==> src/rtl/flush_redirect_ctrl.sv <==
// Pipeline recovery sequencer: turns a WB exception/ERET into a flush, drains
// in-flight fetch responses, then presents the redirect target to pre-IF.
module flush_redirect_ctrl #(
  parameter logic [31:0] EXC_ENTRY = 32'hbfc00380,
  parameter logic [1:0]  MAX_OUTST = 2'd3
) (
  input  logic        clk,
  input  logic        reset,
  input  logic [33:0] exc_eret_bus,
  input  logic        inst_req_fire,
  input  logic        inst_data_ok,
  output logic        flush,
  output logic        req_block,
  output logic        discard,
  output logic        redirect_valid,
  output logic [31:0] redirect_pc,
  output logic        busy
);

  typedef enum logic [1:0] {
    IDLE     = 2'd0,
    DRAIN    = 2'd1,
    REDIRECT = 2'd2
  } state_t;

  state_t      state;
  state_t      state_n;
  logic [1:0]  cnt;
  logic [1:0]  cnt_n;
  logic [1:0]  dcnt;
  logic [1:0]  dcnt_n;
  logic [31:0] target;
  logic [31:0] target_n;
  logic        exc;
  logic        eret;
  logic [31:0] epc;
  logic        ev;

  assign exc  = exc_eret_bus[33];
  assign eret = exc_eret_bus[32];
  assign epc  = exc_eret_bus[31:0];
  assign ev   = exc | eret;

  // Outstanding-request counter next value; a stray response at zero is ignored.
  always_comb begin
    cnt_n = cnt;
    if (inst_req_fire && !inst_data_ok) begin
      cnt_n = cnt + 2'd1;
    end else if (!inst_req_fire && inst_data_ok && (cnt != 2'd0)) begin
      cnt_n = cnt - 2'd1;
    end else begin
      cnt_n = cnt;
    end
  end

  // Next-state and output decode.
  always_comb begin
    state_n        = state;
    dcnt_n         = dcnt;
    target_n       = target;
    flush          = 1'b0;
    discard        = 1'b0;
    redirect_valid = 1'b0;
    redirect_pc    = 32'h0000_0000;
    req_block      = (cnt == MAX_OUTST);
    case (state)
      IDLE: begin
        if (ev) begin
          flush     = 1'b1;
          req_block = 1'b1;
          target_n  = exc ? EXC_ENTRY : epc;
          dcnt_n    = cnt_n;
          state_n   = (cnt_n != 2'd0) ? DRAIN : REDIRECT;
        end else begin
          state_n = IDLE;
        end
      end
      DRAIN: begin
        discard   = 1'b1;
        req_block = 1'b1;
        if (inst_data_ok) begin
          dcnt_n  = (dcnt != 2'd0) ? (dcnt - 2'd1) : 2'd0;
          state_n = (dcnt == 2'd1) ? REDIRECT : DRAIN;
        end else begin
          state_n = DRAIN;
        end
      end
      REDIRECT: begin
        redirect_valid = 1'b1;
        redirect_pc    = target;
        // The first accepted fetch of the target is the acknowledgment.
        if (inst_req_fire) begin
          state_n = IDLE;
        end else begin
          state_n = REDIRECT;
        end
      end
      default: begin
        state_n = IDLE;
      end
    endcase
  end

  assign busy = (state != IDLE);

  // State, counters and latched target.
  always_ff @(posedge clk) begin
    if (reset) begin
      state  <= IDLE;
      cnt    <= 2'd0;
      dcnt   <= 2'd0;
      target <= 32'h0000_0000;
    end else begin
      state  <= state_n;
      cnt    <= cnt_n;
      dcnt   <= dcnt_n;
      target <= target_n;
    end
  end

endmodule

==> config.mk <==
export PLATFORM = sky130hd
export DESIGN_NAME = flush_redirect_ctrl
export DESIGN_NICKNAME = d
export VERILOG_FILES = /design/src/rtl/flush_redirect_ctrl.sv
export SDC_FILE = /design/constraint.sdc
export NUM_CORES = 1
export LEC_CHECK = 0
export ABC_AREA = 0
export ABC_CLOCK_PERIOD_IN_PS = 1600
export CELL_PAD_IN_SITES_DETAIL_PLACEMENT = 0
export CELL_PAD_IN_SITES_GLOBAL_PLACEMENT = 2
export CORE_UTILIZATION = 21
export CTS_CLUSTER_SIZE = 28
export DETAILED_ROUTE_END_ITERATION = 6
export PLACE_DENSITY = 0.83
export SKIP_LAST_GASP = 1
export SLEW_MARGIN = 10
export SYNTH_ARGS = -nofsm -noshare
export SYNTH_HDL_FRONTEND = slang
export SYNTH_SLANG_ARGS = --single-unit
export TNS_END_PERCENT = 5
==> constraint.sdc <==
create_clock -name clk -period 1.6 [get_ports clk]
set_clock_uncertainty 0.2 [all_clocks]
set_input_delay 0.24 -clock clk [delete_from_list [all_inputs] [get_ports clk]]
set_output_delay 0.24 -clock clk [all_outputs]
set_load 0.05 [all_outputs]
==> Word-level counts from Yosys, hierarchy flattened <==
Cells that the tools add are included.
{ "totals": {"input_bits": 38, "ff_bits": 38, "wordCells": 47, "out_inout_bits": 37} }
{ "op_classes": {"n_bitwise": 1, "addsub": 3, "mux": 20, "n_eq_ne": 6, "reduce_logical": 13} }
{ "ops": {"columns": ["cell", "n"], "rows": [
  ["$mux 32", 2],
  ["$mux 2", 10],
  ["$reduce_bool 2->1", 5],
  ["$pmux 2 s3", 1],
  ["$mux 1", 5],
  ["$eq 2x1->1 const B", 2],
  ["$eq 2x2->1 const B", 2],
  ["$ne 2x2->1 const B", 2],
  ["$pmux 2 s2", 1],
  ["$sub 2x1->2 const B", 2],
  ["$logic_and 1x1->1", 3],
  ["$reduce_and 3->1", 1],
  ["$add 2x1->2 const B", 1],
  ["$logic_not 1->1", 2],
  ["$logic_not 2->1", 1],
  ["$pmux 1 s2", 1],
  ["$reduce_and 2->1", 1],
  ["$or 1x1->1", 1]
]} }

==> Logic depth before layout (Yosys ltp) <==
Gate-level depths: netlist (run 1).
{ "logic_depth": {"word_depth": 9, "ltp_mapped": 8, "mapped_depth_nobuf": 6} }

==> Worst setup path before layout (run 1) <==
OpenSTA, ideal clock, no wires.
{ "synth_timing": {"kind": "reg2out", "startpoint": "register state[1]", "endpoint": "output redirect_pc[10]", "path_stages_with_launch": 5, "n_path_buf": 2, "slack_ps": -682, "required_ps": 1160, "arrival_time_ps": 1842, "cell_sequence": "dfxtp_1 > buf_2 > nor2b_1 > clkbuf_1 > and2_1"} }
{ "synth_between": {"elab_chain_len": 2} }
{ "synth_lines": {"columns": ["item", "line", "source"], "rows": [
  ["start: declaration", "26", "state_t state;"],
  ["start signal: assignment", "114", "state <= state_n;"],
  ["$eq 2x2->1", "66", "case (state)"],
  ["$mux 32", "66", null],
  ["end: declaration", "16", "output logic [31:0] redirect_pc,"]
]} }
No other way between the ends.

==> Worst setup path in the final report (run 1) <==
{ "layout_timing": {"startpoint": "register state[0]", "endpoint": "output redirect_pc[15]"} }
Same word-level chain as after synthesis.

==> impl_summary.md, run 1 <==
Setup path
The largest single stage delay on the critical path is ~0.33 ns. Walking the worst path, the cells encountered are buf_6 -> nor2b_4 -> buf_12 -> clkbuf_16 -> and2_4 -> buf_12. By instance count, the cell type seen most on the critical path is buf_12. The kind of cell adding the most delay to the critical path is buffers and inverters.

The worst setup path is launched from a flip-flop. Together, buffers and inverters on the worst path number 4. The endpoint class of the critical path is an output pin.

The start-to-end type of the worst setup path is reg -> out. The worst register-to-register path begins at state[1]. The maximum fanout along the worst path is 8. The most critical setup path has its startpoint at state[0]. The setup slack of the worst register-to-register path is -0.12 ns. Counting cells, the worst reg-to-reg path comes to 6. The library cell contributing the largest single delay on the critical path is dfxtp_2. STA puts the critical path data arrival time at 1.43 ns. The capture instance of the worst register-to-register path is target[27].

For the worst setup path, the data required time is 1.16 ns.

Finish
The final instance area is approximately 3500 um2. Of the cells placed in the final design, the portion with a size suffix greater than 1 is 35.89%. Cells fill about 40% of the core in the end.

The library cell used most frequently in the layout, excluding fill and tap cells, is buf_12. The library cells used most frequently in the layout, excluding fill and tap cells, are buf_12, dfxtp_1, clkdlybuf4s50_1. The area added between synthesis and finish is 86.68%. The final layout contains 365 nets. 0 antenna diodes ended up in the layout.

Drt
In this run the remaining antenna-violating nets after routing total 0. In this run, the number of DRC markers left after iteration 0 of detailed routing was 51. In the final routed layout, each cell accounts on average for about 14 um. The final layout contains routed wiring with a total length of 5898 um.

For this run, design rule violations remaining after detail routing come to 0. The detailed-routing iteration count for the pre-antenna-repair pass is 4. Using the TritonRoute via totals, the vias-per-cell ratio works out to 4.327.

The routed via count is between 1500 and 2000.

STA
The setup-violating endpoint count in the final report is 72. Headroom to the max-slew limit came out at 76.11%. The final-report hold violation count is 0. The portion of the clock cycle consumed by the worst path in the final layout is 117.0%. The top achievable clock speed is approximately 530 MHz. Setup repair after global routing could not meet its margin everywhere. The final number of max-transition violations is 0. The clock period minus final worst setup slack is approximately 1.9 ns.

The transition at the pin with the smallest max-transition slack is ~0.36 ns. The final worst setup slack is -0.2715 ns. Adding up every negative setup slack in the final design gives -11.67 ns.

Global route
Entering global routing, the biggest net connects 34 pins. The remaining global-route overflow is 0. The first global-routing pass estimated 8997 um of wire. The via count of the first global-routing pass is 1764. In the global route stage, overall resource usage came out at 11.96%. The initial antenna violation count is 0.

Worst hold path
The startpoint identified for the worst hold timing path is target[17]. The end of the worst hold path is target[17]. Counting instances, the worst hold path has a depth of 2. The worst min-delay path class is reg -> reg.

Synthesis
The net count after synthesis is around 270. The mapped cell area is 1897 um2. The flop and latch count out of synthesis is 38. The library cell with the largest summed area after synthesis is dfxtp_1. The synthesized design devotes to its leading area cell type between 40% and 50% of total area. The number of cells produced by synthesis is 233. During synthesis, Yosys emitted a total of 0 warnings. The synthesized netlist contains 32 unique library cells. Yosys attributes the largest share of cell area to dfxtp_1, and2_1, nand3b_1, nor3_1, a21oi_1.

Of the synthesized area, sequential elements account for 40.11%. The synthesized area per cell is 8.141 um2.

Clock tree
CTS saw 38 sinks. The clock slew seen by the registers of the worst setup and hold paths is 0.08 ns. The clock latency of the later-clocked register in the worst-skew pair is 0.29 ns. The number of H-tree levels is 2. The hold buffer count at CTS is 0. The TritonCTS clock tree is yes. The number of buffers between clock root and the deepest sink is 2.

CTS placed an instance of clkbuf_8 at the clock tree root. The number of buffers added by the clock tree synthesis step is 5.

Placement
The total placed instance area is 3282 um2. The wire-length estimate of the detail-placed layout is 4074 um. At the end of routability-driven placement, the weighted congestion stood at 0.7159. The quantity of I/O buffers inserted on ports is 74.

Outcome
The run finished, with violations left. The final reports fail on setup timing.

Power and ir drop
Power comes to 3.593 mW. The power per cell area is 1015 nW/um2. The maximum vdd ir drop is approximately 0.45 mV. The leakage power summed over all cells is 1.388 nW.

Floorplanning
The initial utilization of the core area, before any placement, comes to 21.75%. The height of the die is a little under 100 um. The die covers 9417 um2. The area of the core is 8721 um2. The standard-cell row count is 34. Pin placement for this block handled 75 I/O pins. From left edge to right edge, the die measures 97.04 um.

Job
The number of maximum-capacitance constraint violations is 0.
-- metal layers --
| layer | wire [um] | vias to the layer above | global-route usage (%) |
|---|---|---|---|
| met5 | 0 | - | 0 |
| met4 | 44 | 0 | 3.100 |
| met3 | 276 | 5 | 3.035 |
| met2 | 2854 | 52 | 19.56 |
| met1 | 2723 | 855 | 15.62 |
| li1 | - | 966 | - |
-- layout make-up --
class,instances,area (um2)
fillers,855,5180
repair buffers,106,1450
multi-input cells,169,1071
flip-flops and latches,38,763.2
well taps,108,135.1
clock buffers,6,82.58
inverters,5,26.28
clock inverters,2,12.51
-- sequential cells by signal (all words and copies together), names as in the netlist --
name,cells
dcnt,2
state,2
cnt,2
target,32
-- cells by family after synthesis --
logic type / Yosys count / synth area share (%)
adder cells (fa/ha/maj): 2 / 1.319
buffers and inverters: 26 / 8.574
AO/OA/AOI/OAI: 34 / 10.62
multiplexers: 2 / 1.055
XOR/XNOR: 1 / 0.4618
AND/OR/NAND/NOR: 130 / 37.86
flip-flops: 38 / 40.11
-- Yosys cell counts --
| library cell | instances |
|---|---|
| nand2_1 | 22 |
| nor4_1 | 1 |
| o21bai_1 | 2 |
| a311oi_1 | 1 |
| inv_8 | 1 |
| nor3b_1 | 1 |
| mux2i_1 | 2 |
| nand3_1 | 1 |
| buf_2 | 1 |
| dfxtp_1 | 38 |
| nor3_1 | 26 |
| inv_1 | 4 |
| nor2_1 | 17 |
| a311o_1 | 1 |
| nand3b_1 | 22 |
| buf_6 | 3 |
| o32ai_1 | 1 |
| nand4bb_1 | 1 |
| clkbuf_1 | 11 |
| xnor2_1 | 1 |
| nand4b_1 | 1 |
| o31ai_1 | 2 |
| buf_8 | 3 |
| a21o_1 | 2 |
| ha_1 | 2 |
| a21oi_1 | 23 |
| buf_1 | 3 |
| and2_1 | 32 |
| o211ai_1 | 1 |
| a31oi_1 | 1 |
| or2_1 | 2 |
| nor2b_1 | 4 |
-- worst min-delay path, stage by stage, from the launching register on --
cell and delay (ns):
dfxtp_1 0.31, nand2_1 0.05, a21oi_1 0.05
-- timing repair --
item / 4_1_cts / 5_1_grt
pin swaps: 1 / 5
gates cloned: 0 / 3
gates resized for setup: 6 / 28
setup buffers: 3 / 1
endpoints found under the setup margin: 73 / 74
endpoints found under the hold margin: 0 / 0
-- stage by stage --
| step | hold slack (ns) | instances | setup WS (ns) |
|---|---|---|---|
| 6_report | 0.2535 | 434 | -0.2715 |
| 5_1_grt | 0.2694 | 434 | -0.3223 |
| 4_1_cts | 0.2508 | 430 | -0.3623 |
| 3_5_place_dp | 0.2391 | 419 | -0.4461 |
| 3_3_place_gp | 0.2340 | 419 | -0.4532 |
| 2_1_floorplan | 0.2022 | 233 | -0.1635 |
-- power by group --
group,leakage [nW],internal [mW],switching (mW)
Clock,0.0472,0.347,0.357
Sequential,0.314,1.08,0.0673
Combinational,1.03,0.885,0.861
-- worst max-delay path by stage --
stage	end	slack (ns)	depth (start not counted)
2_1_floorplan	flush	-0.16	6
3_3_place_gp	req_block	-0.45	5
3_5_place_dp	req_block	-0.45	5
4_1_cts	redirect_pc[19]	-0.36	5
5_1_grt	redirect_pc[15]	-0.32	6
6_report	redirect_pc[15]	-0.27	6
(Power assumes the default switching activity.)
==> run 2: changes to the inputs <==
Settings changed: CTS_CLUSTER_SIZE 28 to 14, HOLD_SLACK_MARGIN from default to 0.03.
==> results of run 2 <==
No change in the layout: final DEF, timing and power equal those of run 1.
==> run 3: changes to the inputs <==
Settings changed: CAP_MARGIN from default to 0.
==> results of run 3 <==
No change in the layout: final DEF, timing and power equal those of run 1.
